--- config.mk ---
export PLATFORM = sky130hd
export DESIGN_NAME = frost32_mem_ctrl
export DESIGN_NICKNAME = d
export VERILOG_FILES = /design/src/rtl/frost32_mem_ctrl_pkg.sv /design/src/rtl/frost32_mem_ctrl.sv
export SDC_FILE = /design/constraint.sdc
export NUM_CORES = 1
export LEC_CHECK = 0
export CAP_MARGIN = 0
export CELL_PAD_IN_SITES_DETAIL_PLACEMENT = 1
export CELL_PAD_IN_SITES_GLOBAL_PLACEMENT = 1
export CORE_MARGIN = 5
export CORE_UTILIZATION = 38
export CTS_CLUSTER_DIAMETER = 40
export CTS_CLUSTER_SIZE = 30
export DETAILED_ROUTE_END_ITERATION = 16
export PLACE_DENSITY = 0.9
export REMOVE_ABC_BUFFERS = 1
export SETUP_SLACK_MARGIN = 0.5
export SKIP_CTS_REPAIR_TIMING = 1
export SLEW_MARGIN = 25
export SYNTH_ARGS = -nofsm -noshare
export SYNTH_HDL_FRONTEND = slang
export SYNTH_SLANG_ARGS = --single-unit
--- constraint.sdc ---
create_clock -name clk -period 5 [get_ports clk]
set_input_delay 1 -clock clk [delete_from_list [all_inputs] [get_ports clk]]
set_output_delay 1 -clock clk [all_outputs]
set_load 0.01 [all_outputs]
--- src/rtl/frost32_mem_ctrl_pkg.sv ---
// Shared types for the Frost32 memory controller: CPU access enums,
// controller states and byte-count helpers.
package frost32_mem_ctrl_pkg;

    typedef enum logic {
        DiatRead  = 1'b0,
        DiatWrite = 1'b1
    } data_inout_access_type_t;

    typedef enum logic [1:0] {
        Dias8  = 2'd0,
        Dias16 = 2'd1,
        Dias32 = 2'd2
    } data_inout_access_size_t;

    typedef enum logic [1:0] {
        StIdle  = 2'd0,
        StXfer  = 2'd1,
        StDrain = 2'd2,
        StAck   = 2'd3
    } mem_ctrl_state_t;

    // Size code 3 has no name and is handled as a full word.
    function automatic logic [2:0] bytes_for_size(input logic [1:0] size);
        unique case (size)
            Dias8:   bytes_for_size = 3'd1;
            Dias16:  bytes_for_size = 3'd2;
            default: bytes_for_size = 3'd4;
        endcase
    endfunction

    function automatic logic [31:0] mask_bytes(input logic [31:0] v,
                                               input logic [2:0]  n);
        unique case (n)
            3'd1:    mask_bytes = {24'd0, v[7:0]};
            3'd2:    mask_bytes = {16'd0, v[15:0]};
            default: mask_bytes = v;
        endcase
    endfunction

endpackage

--- src/rtl/frost32_mem_ctrl.sv ---
// Serialises Frost32 8/16/32-bit requests into big-endian byte
// accesses on a byte-wide synchronous RAM.
module frost32_mem_ctrl
    import frost32_mem_ctrl_pkg::*;
#(
    parameter int ADDR_WIDTH = 16
) (
    input  logic                  clk,
    input  logic                  rst_n,
    input  logic                  cpu_req,
    input  logic                  cpu_access_type,
    input  logic [1:0]            cpu_access_size,
    input  logic [31:0]           cpu_addr,
    input  logic [31:0]           cpu_wr_data,
    output logic [31:0]           cpu_rd_data,
    output logic                  cpu_busy,
    output logic                  cpu_ack,
    output logic [ADDR_WIDTH-1:0] mem_addr,
    output logic [7:0]            mem_wr_data,
    output logic                  mem_we,
    output logic                  mem_re,
    input  logic [7:0]            mem_rd_data
);

    mem_ctrl_state_t         state_q, state_d;
    logic [ADDR_WIDTH-1:0]   base_q;
    data_inout_access_type_t type_q;
    logic [2:0]              n_q;
    logic [2:0]              k_q;
    logic [31:0]             wdata_q;
    logic [31:0]             accum_q;
    logic                    re_d_q;
    logic [31:0]             rd_q;
    logic [1:0]              byte_idx;
    logic                    last_byte;

    assign cpu_rd_data = rd_q;
    // Byte k of an N-byte big-endian value sits at bit 8*(N-1-k).
    assign byte_idx    = 2'(n_q - 3'd1 - k_q);
    assign last_byte   = (k_q == n_q - 3'd1);

    always_comb begin
        state_d     = state_q;
        cpu_busy    = 1'b0;
        cpu_ack     = 1'b0;
        mem_addr    = '0;
        mem_wr_data = '0;
        mem_we      = 1'b0;
        mem_re      = 1'b0;
        unique case (state_q)
            StIdle: begin
                if (cpu_req) state_d = StXfer;
            end
            StXfer: begin
                cpu_busy = 1'b1;
                mem_addr = base_q + ADDR_WIDTH'(k_q);
                if (type_q == DiatWrite) begin
                    mem_we      = 1'b1;
                    mem_wr_data = 8'(wdata_q >> {byte_idx, 3'b000});
                end else begin
                    mem_re = 1'b1;
                end
                if (last_byte)
                    state_d = (type_q == DiatWrite) ? StAck : StDrain;
            end
            StDrain: begin
                cpu_busy = 1'b1;
                state_d  = StAck;
            end
            StAck: begin
                cpu_ack = 1'b1;
                state_d = StIdle;
            end
            default: state_d = StIdle;
        endcase
    end

    always_ff @(posedge clk) begin
        if (!rst_n) begin
            state_q <= StIdle;
            base_q  <= '0;
            type_q  <= DiatRead;
            n_q     <= 3'd0;
            k_q     <= 3'd0;
            wdata_q <= '0;
            accum_q <= '0;
            re_d_q  <= 1'b0;
            rd_q    <= '0;
        end else begin
            state_q <= state_d;
            re_d_q  <= mem_re;
            if (re_d_q)
                accum_q <= {accum_q[23:0], mem_rd_data};
            unique case (state_q)
                StIdle: begin
                    if (cpu_req) begin
                        base_q  <= cpu_addr[ADDR_WIDTH-1:0];
                        type_q  <= data_inout_access_type_t'(cpu_access_type);
                        n_q     <= bytes_for_size(cpu_access_size);
                        wdata_q <= cpu_wr_data;
                        k_q     <= 3'd0;
                        accum_q <= '0;
                    end
                end
                StXfer:  k_q <= k_q + 3'd1;
                // Last read byte arrives in this cycle; fold it in directly.
                StDrain: rd_q <= mask_bytes({accum_q[23:0], mem_rd_data}, n_q);
                default: ;
            endcase
        end
    end

endmodule

# Word level (Yosys, flattened, before mapping)
# Cells that the tools add are included.
[classes]
n_reduce_logical = 7
add_sub_neg = 4
eq_ne = 9
muxes = 20
shifts = 1
[ops]
columns = ["op", "n"]
rows = [
  ["$mux W32", 3],
  ["$pmux W32 S2", 1],
  ["$shr A32 B5 Y8", 1],
  ["$add A16 B3 Y16", 1],
  ["$mux W16", 1],
  ["$mux W8", 2],
  ["$pmux W3 S2", 2],
  ["$pmux W2 S4", 1],
  ["$mux W1", 7],
  ["$reduce_and A2 Y1", 3],
  ["$eq A2 B1 Y1 const B", 2],
  ["$eq A2 B2 Y1 const B", 2],
  ["$logic_not A2 Y1", 2],
  ["$mux W2", 2],
  ["$ne A2 B2 Y1 const B", 2],
  ["$add A3 B1 Y3 const B", 1],
  ["$eq A3 B1 Y1 const B", 1],
  ["$eq A3 B2 Y1 const B", 1],
  ["$eq A3 B3 Y1", 1],
  ["$mux W3", 1],
  ["$sub A3 B1 Y3 const B", 1],
  ["$reduce_bool A2 Y1", 1],
  ["$reduce_or A2 Y1", 1],
  ["$sub A2 B2 Y2", 1],
]
[word_totals]
register_bits = 122
out_inout_bits = 60
input_bits = 78
wordCells = 50

# Longest topological paths before layout
# Gate-level depths: netlist of the first run.
[logic_depth]
word_depth = 5
ltp_mapped = 7
mapped_depth_nobuf = 7

# Worst setup path before layout of the first run
# No wires, ideal clock.
[synth_path]
kind = "register to output"
startpoint = "register k_q[0]"
endpoint = "output port mem_addr[14]"
stages_incl_launch_ff = 8
arrival_time_ns = 2.052
path_buffers = 0
path_slack_ns = 1.948
t_required_ns = 4.000
cell_sequence = "dfxtp_1 ha_1 inv_1 fa_1 nor2b_1 o21ai_0 or4_1 a21oi_1"
[synth_via]
elab_chain_cells = 2
[synth_lines]
columns = ["item", "line", "rtl"]
rows = [
  ["from (decl)", "frost32_mem_ctrl.sv:29", "logic [2:0] k_q;"],
  ["from (signal assigned)", "frost32_mem_ctrl.sv:105", "StXfer: k_q <= k_q + 3'd1;"],
  ["$add A16 B3 Y16", "frost32_mem_ctrl.sv:56", "mem_addr = base_q + ADDR_WIDTH'(k_q);"],
  ["$mux W16", "frost32_mem_ctrl.sv:50", "unique case (state_q)"],
  ["to (decl)", "frost32_mem_ctrl.sv:18", "output logic [ADDR_WIDTH-1:0] mem_addr,"],
]
# No other way between the ends.

# Final worst setup path of the first run
# Ends and elaborated chain as after synthesis.

==> results.sh, run 1 <==
export IMPL_status="finished clean"
export IMPL_numCtsBuffers=17
export IMPL_fin_crit_ps=4260
export IMPL_ys_flop_type="dfxtp_1"
export IMPL_drc=0
export IMPL_postSynthAreaPerCell_sq_um=8.79
export IMPL_final_util=0.534
export IMPL_drv_cap=0
export IMPL_holdCritPathClass="register to register"
export IMPL_path_class="register to output port"
export IMPL_grt_max_degree=92
export IMPL_gp_congestion=0.838
export IMPL_yosysUniqueCellTypes=47
export IMPL_fillers=1533
export IMPL_required_ps=4000
export IMPL_dpl_cell_count=848
export IMPL_drt_wirelength_per_cell_um=17.4
export IMPL_num_rows=42
export IMPL_crit_fanout=6
export IMPL_vias=4450
export IMPL_synth_cell_area_sq_um=5110
export IMPL_top_usage_layer="met2"
export IMPL_ys_warn_count=0
export IMPL_core_area_sq_um=13200
export IMPL_finalNetCount=783
export IMPL_grtUsageMet1=0.205
export IMPL_dp_hpwl_um=10200
export IMPL_htree_levels=4
export IMPL_drive_gt1_frac=0.0638
export IMPL_fp_dieW_um=126
export IMPL_cts_tree="done"
export IMPL_syn_inst=582
export IMPL_r2r_start="state_q[0]"
export IMPL_grt_total_usage=0.197
export IMPL_io_buffers=121
export IMPL_fin_cells=881
export IMPL_finalClockSkew_ps=9.44
export IMPL_grt_pass1_vias=4966
export IMPL_cts_root_buffer="clkbuf_16"
export IMPL_drv_slew=0
export IMPL_setup_viol=0
export IMPL_postRouteAntennaNets=0
export IMPL_cp_arrival_ps=3260
export IMPL_tightest_slew_ps=880
export IMPL_pwr_density_cell_nw_per_um2=457
export IMPL_fmax_ghz=0.235
export IMPL_grt_use_met3=0.0512
export IMPL_start_util=0.386
export IMPL_startpoint_type="register"
export IMPL_timing_final_ws_setup_ps=737
export IMPL_io_pin_count=138
export IMPL_leakage_nw=2.60
export IMPL_diodes=0
export IMPL_rsz0062_at_grt="no"
export IMPL_antenna_found_initial=1
export IMPL_hp_start="wdata_q[1]"
export IMPL_grt_pass1_wl_um=24800
export IMPL_ys_ff_latch=114
export IMPL_crit_start="k_q[0]"
export IMPL_irDropWorstVdd_v=0.000238
export IMPL_min_period_over_period=0.853
export IMPL_die_area_sq_um=15900
export IMPL_async_reset_ff_frac=0
export IMPL_hold_violations=0
export IMPL_relSlewSlack=0.412
export IMPL_hold_ws_ps=463
export IMPL_routed_wl_um=15400
export IMPL_synthToLayoutAreaGrowth_pct=38.2
export IMPL_clkLatencyLatePin_ps=420
export IMPL_vias_per_cell=5.05
export IMPL_tns_ps=0
export IMPL_drt_pre_antenna_iters=4
export IMPL_ys_seq_area_frac=0.446
export IMPL_met2_usage=0.372
export IMPL_place_ws_ps=1150
export IMPL_grt_overflow=0
export IMPL_die_y_um=126
export IMPL_cts_sinks=114
export IMPL_initialDrtViolationCount=191
export IMPL_path_clk_slew_ps=60
export IMPL_cp_end_kind="output port"
export IMPL_clk_path_buf_depth=2
export IMPL_synth_edff_count=0
[final cells by class]
| type | instances | area [sq um] | area share |
|---|---|---|---|
| Clock buffer | 18 | 439 | 0.0621 |
| Clock inverter | 14 | 178 | 0.0251 |
| Inverter | 9 | 33.8 | 0.00478 |
| Multi-Input combinational cell | 424 | 2660 | 0.376 |
| Sequential cell | 114 | 2280 | 0.323 |
| Tap cell | 176 | 220 | 0.0312 |
| Timing Repair Buffer | 126 | 1260 | 0.178 |
[registers in the layout, summed over array words and instances (netlist names)]
register,flops
k_q,3
re_d_q,1
state_q,2
cpu_rd_data,32
wdata_q,32
n_q,3
base_q,16
type_q,1
accum_q,24
[power breakdown]
group          switching [W]  leakage (nW)  total [W]  internal (W)
combinational       0.000511          1.37   0.000860      0.000349
sequential         0.0000842         0.927    0.00111       0.00102
clock               0.000458         0.302    0.00126      0.000803
total                0.00105          2.60    0.00323       0.00217
[kinds of logic after synthesis]
family                   count (synthesis)  synth area share
multiplexers                            49            0.0959
XOR/XNOR                                 9            0.0218
AO/OA/AOI/OAI                          116             0.149
buffers and inverters                   44            0.0347
flip-flops                             114             0.446
AND/OR/NAND/NOR                        237             0.219
adder cells (fa/ha/maj)                 13            0.0333
[per-layer routing]
metal / vias up / part of all wire
li1: 2169 / -
met5: - / 0.00072
met1: 2174 / 0.40
met2: 80 / 0.55
met3: 25 / 0.032
met4: 2 / 0.021
[cell usage after synthesis, types with 2 or more instances]
master | n | area share
a21boi_0 | 52 | 0.076
a21oi_1 | 33 | 0.032
and2_1 | 4 | 0.0049
buf_2 | 3 | 0.0029
clkbuf_1 | 29 | 0.021
dfxtp_1 | 114 | 0.45
ha_1 | 12 | 0.029
inv_1 | 8 | 0.0059
mux2i_1 | 49 | 0.096
nand2_1 | 112 | 0.082
nand2b_1 | 4 | 0.0049
nand3_1 | 2 | 0.0020
nand4_1 | 2 | 0.0024
nor2_1 | 34 | 0.025
nor2b_1 | 62 | 0.076
nor3_1 | 3 | 0.0029
o21ai_0 | 11 | 0.011
o22ai_1 | 8 | 0.0098
o31ai_1 | 2 | 0.0029
or3_1 | 4 | 0.0049
or3_2 | 2 | 0.0029
or4_1 | 2 | 0.0029
xnor2_1 | 2 | 0.0034
xor2_1 | 5 | 0.0086
[path summary, 6_finish.rpt]
path / to / slack, ps / depth (start not counted)
hold / removal: wdata_q[1] / 460 / 2
hold reg to reg: wdata_q[1] / 460 / 2
setup / recovery: mem_addr[14] / 740 / 8
setup reg to reg: accum_q[15] / 2450 / 6
[cells in the final DEF, fill, tap and decap left out, types with 12 or more instances in the layout]
cell / n
a21boi_0: 52
a21oi_1: 33
clkbuf_16: 17
clkdlybuf4s50_1: 120
dfxtp_1: 114
ha_1: 12
mux2i_1: 49
nand2_1: 111
nor2_1: 34
nor2b_1: 62
[worst max-delay path: stages (launching register included)]
cell and delay (ps):
dfxtp_1 420, ha_1 240, inv_1 70, fa_1 400, nor2b_1 280, o21ai_1 200
or4_1 500, a21oi_1 170, clkdlybuf4s50_1 570
[metrics by stage]
stage,power [W],cell area (sq um)
2_1_floorplan,0.00162,4970
3_3_place_gp,0.00192,6430
3_5_place_dp,0.00197,6430
4_1_cts,0.00325,7050
5_1_grt,0.00340,7070
6_report,0.00323,7070
(Power assumes the default switching activity.)
==> run 2: changes to the inputs <==
ABC_AREA = 1   (was unset)
CORE_ASPECT_RATIO = 0.75   (was unset)
CORE_UTILIZATION = 37   (was 38)
PLACE_DENSITY = 0.92   (was 0.9)
==> run 2 against run 1 <==
Compared with the run above: sequential power is 16% higher; clock skew is 1.6 ps lower; area after synthesis is 2.4% lower; combinational power is 28% higher; largest cell class unchanged.
==> results.sh, run 2 <==
export IMPL_status="finished clean"
export IMPL_core_area_sq_um=13100
export IMPL_numCtsBuffers=17
export IMPL_fmax_ghz=0.249
export IMPL_synth_area_top_cells="dfxtp_1 46%, nand2_1 9.9%, o21ai_0 9.4%, nor2_1 8.9%, a21oi_1 7.7%"
export IMPL_antenna_found_initial=0
export IMPL_startpoint_type="register"
export IMPL_postRouteAntennaNets=0
export IMPL_diodes=0
export IMPL_mostFrequentLayoutCells="131 x nand2_1, 120 x clkdlybuf4s50_1, 118 x nor2_1"
export IMPL_setup_viol=0
export IMPL_cp_end_kind="output port"
export IMPL_tns_ps=0
export IMPL_synthToLayoutAreaGrowth_pct=36.9
export IMPL_syn_inst=676
export IMPL_dp_hpwl_um=11000
export IMPL_synth_edff_count=0
export IMPL_clk_path_buf_depth=2
export IMPL_fillers=1609
export IMPL_grt_pass1_wl_um=26800
export IMPL_vias=5006
export IMPL_irDropWorstVdd_v=0.000281
export IMPL_fp_dieW_um=144
export IMPL_hp_start="accum_q[22]"
export IMPL_ys_seq_area_frac=0.457
export IMPL_crit_fanout=5
export IMPL_grt_overflow=0
export IMPL_grt_pass1_vias=5367
export IMPL_vias_per_cell=5.19
export IMPL_fin_crit_ps=4020
export IMPL_drt_pre_antenna_iters=4
export IMPL_async_reset_ff_frac=0
export IMPL_gp_congestion=0.793
export IMPL_clkLatencyLatePin_ps=420
export IMPL_cts_tree="done"
export IMPL_cts_root_buffer="clkbuf_16"
export IMPL_ys_flop_type="dfxtp_1"
export IMPL_die_area_sq_um=15900
export IMPL_min_period_over_period=0.804
export IMPL_num_rows=36
export IMPL_yosysTopAreaCell="dfxtp_1"
export IMPL_synth_most_common_cell="nand2_1"
export IMPL_io_pin_count=138
export IMPL_holdCritPathClass="register to register"
export IMPL_grt_total_usage=0.206
export IMPL_yosysTopAreaCellShare=0.457
export IMPL_yosysUniqueCellTypes=34
export IMPL_multiInputGateArea_sq_um=2390
export IMPL_final_common_cell="nand2_1"
export IMPL_synth_cell_area_sq_um=4990
export IMPL_initialDrtViolationCount=279
export IMPL_crit_start="k_q[0]"
export IMPL_drv_slew=0
export IMPL_htree_levels=4
export IMPL_drv_cap=0
export IMPL_path_clk_slew_ps=60
export IMPL_drc=0
export IMPL_start_util=0.381
export IMPL_cts_sinks=114
export IMPL_pwr_density_cell_nw_per_um2=526
export IMPL_cp_arrival_ps=3020
export IMPL_final_util=0.521
export IMPL_drt_wirelength_per_cell_um=17.0
export IMPL_hold_violations=0
export IMPL_r2r_start="state_q[0]"
export IMPL_ys_warn_count=0
export IMPL_synth_top_cells_by_count="131 x nand2_1, 118 x nor2_1, 114 x dfxtp_1"
export IMPL_path_class="register to output port"
export IMPL_rsz0062_at_grt="no"
export IMPL_sequential_cell_area_sq_um=2280
export IMPL_tightest_slew_ps=888
export IMPL_postSynthAreaPerCell_sq_um=7.38
export IMPL_routed_wl_um=16400
export IMPL_required_ps=4000
export IMPL_leakage_nw=2.59
export IMPL_relSlewSlack=0.407
export IMPL_drive_gt1_frac=0.0718
export IMPL_finalNetCount=872
export IMPL_ys_ff_latch=114
export IMPL_finalClockSkew_ps=7.82
export IMPL_io_buffers=121
export IMPL_grt_max_degree=64
export IMPL_die_y_um=111
[run 2: cell count changes after synthesis, moves of 13 or more]
cell / before / now
buf_2: 3 / 16
mux2i_1: 49 / 8
inv_1: 8 / 32
nor2b_1: 62 / 0
nor2_1: 34 / 118
o21ai_0: 11 / 94
clkbuf_1: 29 / 16
a21boi_0: 52 / 0
a21oi_1: 33 / 77
nand2_1: 112 / 131
[run 2: layout make-up]
cell class                 instances  area share
multi-input combinational        489       0.350
sequential                       114       0.334
timing repair buffer             123       0.179
clock buffer                      20      0.0668
tap                              171      0.0313
inverter                          36      0.0198
clock inverter                    12      0.0192
[run 2: critical path: stages, from the launching register on]
cell,delay (ps)
dfxtp_1,440
ha_1,220
inv_1,60
fa_1,360
inv_1,110
nand2_1,60
nand2_1,60
nand2_1,150
inv_1,150
nand4_1,120
o21ai_0,280
nor2_1,100
clkdlybuf4s50_1,490
[run 2: where the power goes]
part,internal (W),switching [W]
Combinational,0.000455,0.000645
Sequential,0.00113,0.000160
Clock,0.000760,0.000444
[run 2: final timing paths]
path / end / depth (start not counted) / slack (ps)
worst min-delay path: accum_q[22] / 2 / 470
worst max-delay path: mem_addr[12] / 12 / 980
worst max register to register: wdata_q[26] / 6 / 2740
worst min register to register: accum_q[22] / 2 / 470
[run 2: kinds of logic after synthesis]
family	Yosys count	synth area share
fa+ha+maj	13	0.0341
xor+xnor	2	0.00727
buf+inv	73	0.0644
simple gates	282	0.230
flops	114	0.457
mux	8	0.0160
compound gates	184	0.191
[run 2: stage by stage]
stage | total power [W] | setup slack, ps | hold WS, ps | instance area [sq um] | std cells
2_1_floorplan | 0.00186 | 2300 | 439 | 4800 | 639
3_3_place_gp | 0.00232 | 1620 | 454 | 6240 | 933
3_5_place_dp | 0.00239 | 1520 | 460 | 6240 | 933
4_1_cts | 0.00362 | 1030 | 477 | 6830 | 965
5_1_grt | 0.00380 | 819 | 489 | 6830 | 965
6_report | 0.00359 | 981 | 473 | 6830 | 965
[run 2: routing by layer]
metal,vias up,share of wire,wire length [um],GRT usage
met4,0,0.015,239,0.0609
met1,2438,0.44,7140,0.253
met5,-,0,0,0
li1,2418,-,-,-
met2,126,0.49,7980,0.356
met3,24,0.063,1040,0.0493
==> run 3: changes to the inputs <==
CORE_UTILIZATION = 34   (was 37)
PLACE_DENSITY = 0.86   (was 0.92)
clock period = 3.9 ns   (was 5 ns; I/O delays follow)
==> run 3 against run 2 <==
Compared with the run above: core utilization is 3.6 points lower; critical path type unchanged; combinational power is 32% higher; critical path depth is 3 lower; largest power group unchanged; sequential power increased by 26%.
==> results.sh, run 3 (synthesis gave the netlist of run 2 again) <==
export IMPL_power_w=0.00458
export IMPL_final_common_cell="nand2_1"
export IMPL_finalClockSkew_ps=8.75
export IMPL_irDropWorstVdd_v=0.000306
export IMPL_slowest_stage="clkdlybuf4s50_1"
export IMPL_leakage_nw=2.86
export IMPL_grt_pass1_vias=5048
export IMPL_initialDrtViolationCount=165
export IMPL_tightest_slew_ps=804
export IMPL_io_buffers=121
export IMPL_io_pin_count=138
export IMPL_hp_start="accum_q[19]"
export IMPL_vias=4781
export IMPL_reg2reg_depth=7
export IMPL_pwr_density_cell_nw_per_um2=655
export IMPL_clkLatencyLatePin_ps=410
export IMPL_fin_crit_ps=3190
export IMPL_cp_end_kind="output port"
export IMPL_rsz0062_at_grt="yes"
export IMPL_path_clk_slew_ps=50
export IMPL_die_y_um=115
export IMPL_cp_common_cell="nand2_1"
export IMPL_r2r_slack_ps=1690
export IMPL_path_cells="ha_4, nand2_1, nand2_1, nor2_2, nor2_4, nand3_1, nand2_1, a21oi_1, clkdlybuf4s50_1"
export IMPL_dpl_cell_count=965
export IMPL_cts_tree="done"
export IMPL_htree_levels=4
export IMPL_tns_ps=0
export IMPL_gp_congestion=0.848
export IMPL_vias_per_cell=4.77
export IMPL_finalNetCount=881
export IMPL_mostFrequentLayoutCells="130 x nand2_1, 118 x nor2_1, 113 x dfxtp_1"
export IMPL_path_class="register to output port"
export IMPL_cts_sinks=114
export IMPL_drt_wirelength_per_cell_um=15.0
export IMPL_sequential_cell_area_sq_um=2280
export IMPL_die_area_sq_um=17200
export IMPL_cts_root_buffer="clkbuf_16"
export IMPL_holdCritPathClass="register to register"
export IMPL_start_util=0.346
export IMPL_p_sw_w=0.00157
export IMPL_pwr_share_clk=0.331
export IMPL_antenna_found_initial=0
export IMPL_routed_wl_um=15000
export IMPL_drv_slew=0
export IMPL_grt_max_degree=58
export IMPL_numCtsBuffers=17
export IMPL_fillers=1768
export IMPL_min_period_over_period=0.818
export IMPL_design_area_sq_um=6990
export IMPL_grt_overflow=0
export IMPL_hold_path_endpoint="cpu_rd_data[27]"
export IMPL_place_area_sq_um=6300
export IMPL_fmax_ghz=0.313
export IMPL_multiInputGateArea_sq_um=2420
export IMPL_crit_fanout=8
export IMPL_drv_cap=0
export IMPL_p_sw_frac=0.342
export IMPL_core_area_sq_um=14400
export IMPL_fin_cells=1003
export IMPL_num_rows=38
export IMPL_startpoint_type="register"
export IMPL_postRouteAntennaNets=0
export IMPL_required_ps=3120
export IMPL_diodes=0
export IMPL_r2r_start="state_q[1]"
export IMPL_synthToLayoutAreaGrowth_pct=40.1
export IMPL_relSlewSlack=0.464
export IMPL_slowest_delay_ps=580
export IMPL_status="finished clean"
export IMPL_grt_pass1_wl_um=24500
export IMPL_seqPwrFrac=0.353
export IMPL_clk_path_buf_depth=2
export IMPL_grt_total_usage=0.176
export IMPL_internal_power_w=0.00302
export IMPL_drive_gt1_frac=0.0922
export IMPL_setup_viol=0
export IMPL_drt_pre_antenna_iters=4
export IMPL_comb_power_share=0.315
export IMPL_fp_dieW_um=150
export IMPL_cp_arrival_ps=2410
export IMPL_dp_hpwl_um=10200
export IMPL_r2r_end="k_q[1]"
export IMPL_drc=0
export IMPL_hold_violations=0
export IMPL_min_path_cells=2
[run 3: cell type report]
class                   count  area share
repair buffers            132       0.188
inverters                  36      0.0199
clock buffers              19      0.0634
multi-input cells         489       0.347
well taps                 200      0.0358
clock inverters            13      0.0195
flip-flops and latches    114       0.327
[run 3: stage by stage]
stage	hold slack, ps	util	worst slack [ps]
floorplan	439	-	1420
global placement	450	0.437	745
detailed placement	455	0.437	644
CTS	464	0.478	240
global route	490	0.485	509
finish	458	0.485	709
[run 3: power by group through the flow]
stage,clock [W],combinational [W],sequential [W]
2_1_floorplan,0,0.000717,0.00166
3_3_place_gp,0,0.00139,0.00162
3_5_place_dp,0,0.00143,0.00164
4_1_cts,0.00156,0.00144,0.00162
5_1_grt,0.00160,0.00163,0.00166
6_report,0.00152,0.00145,0.00162
[run 3: per-layer routing]
layer | global-route usage | share of wire | vias up
met4 | 0.0494 | 0.0082 | 0
met5 | 0 | 0 | -
met2 | 0.302 | 0.47 | 97
li1 | - | - | 2441
met1 | 0.217 | 0.46 | 2230
met3 | 0.0520 | 0.059 | 13
[run 3: critical path, delay by kind of cell, from the launching register on]
family	cells	cell delay, ps
AOI/OAI and AO/OA	1	190
adders and majority gates	1	240
buffers and inverters	1	580
DFF	1	410
and+or+nand+nor	6	570
[run 3: how the worst max path moves through the flow]
stage           start              to  cells past startpoint
3_5_place_dp   n_q[0]  mem_wr_data[2]                      9
2_1_floorplan  k_q[0]    mem_addr[14]                     10
6_report       k_q[2]    mem_addr[13]                      9
4_1_cts        k_q[0]    mem_addr[14]                     11
5_1_grt        k_q[0]    mem_addr[14]                     11
3_3_place_gp   k_q[0]    mem_addr[14]                     11
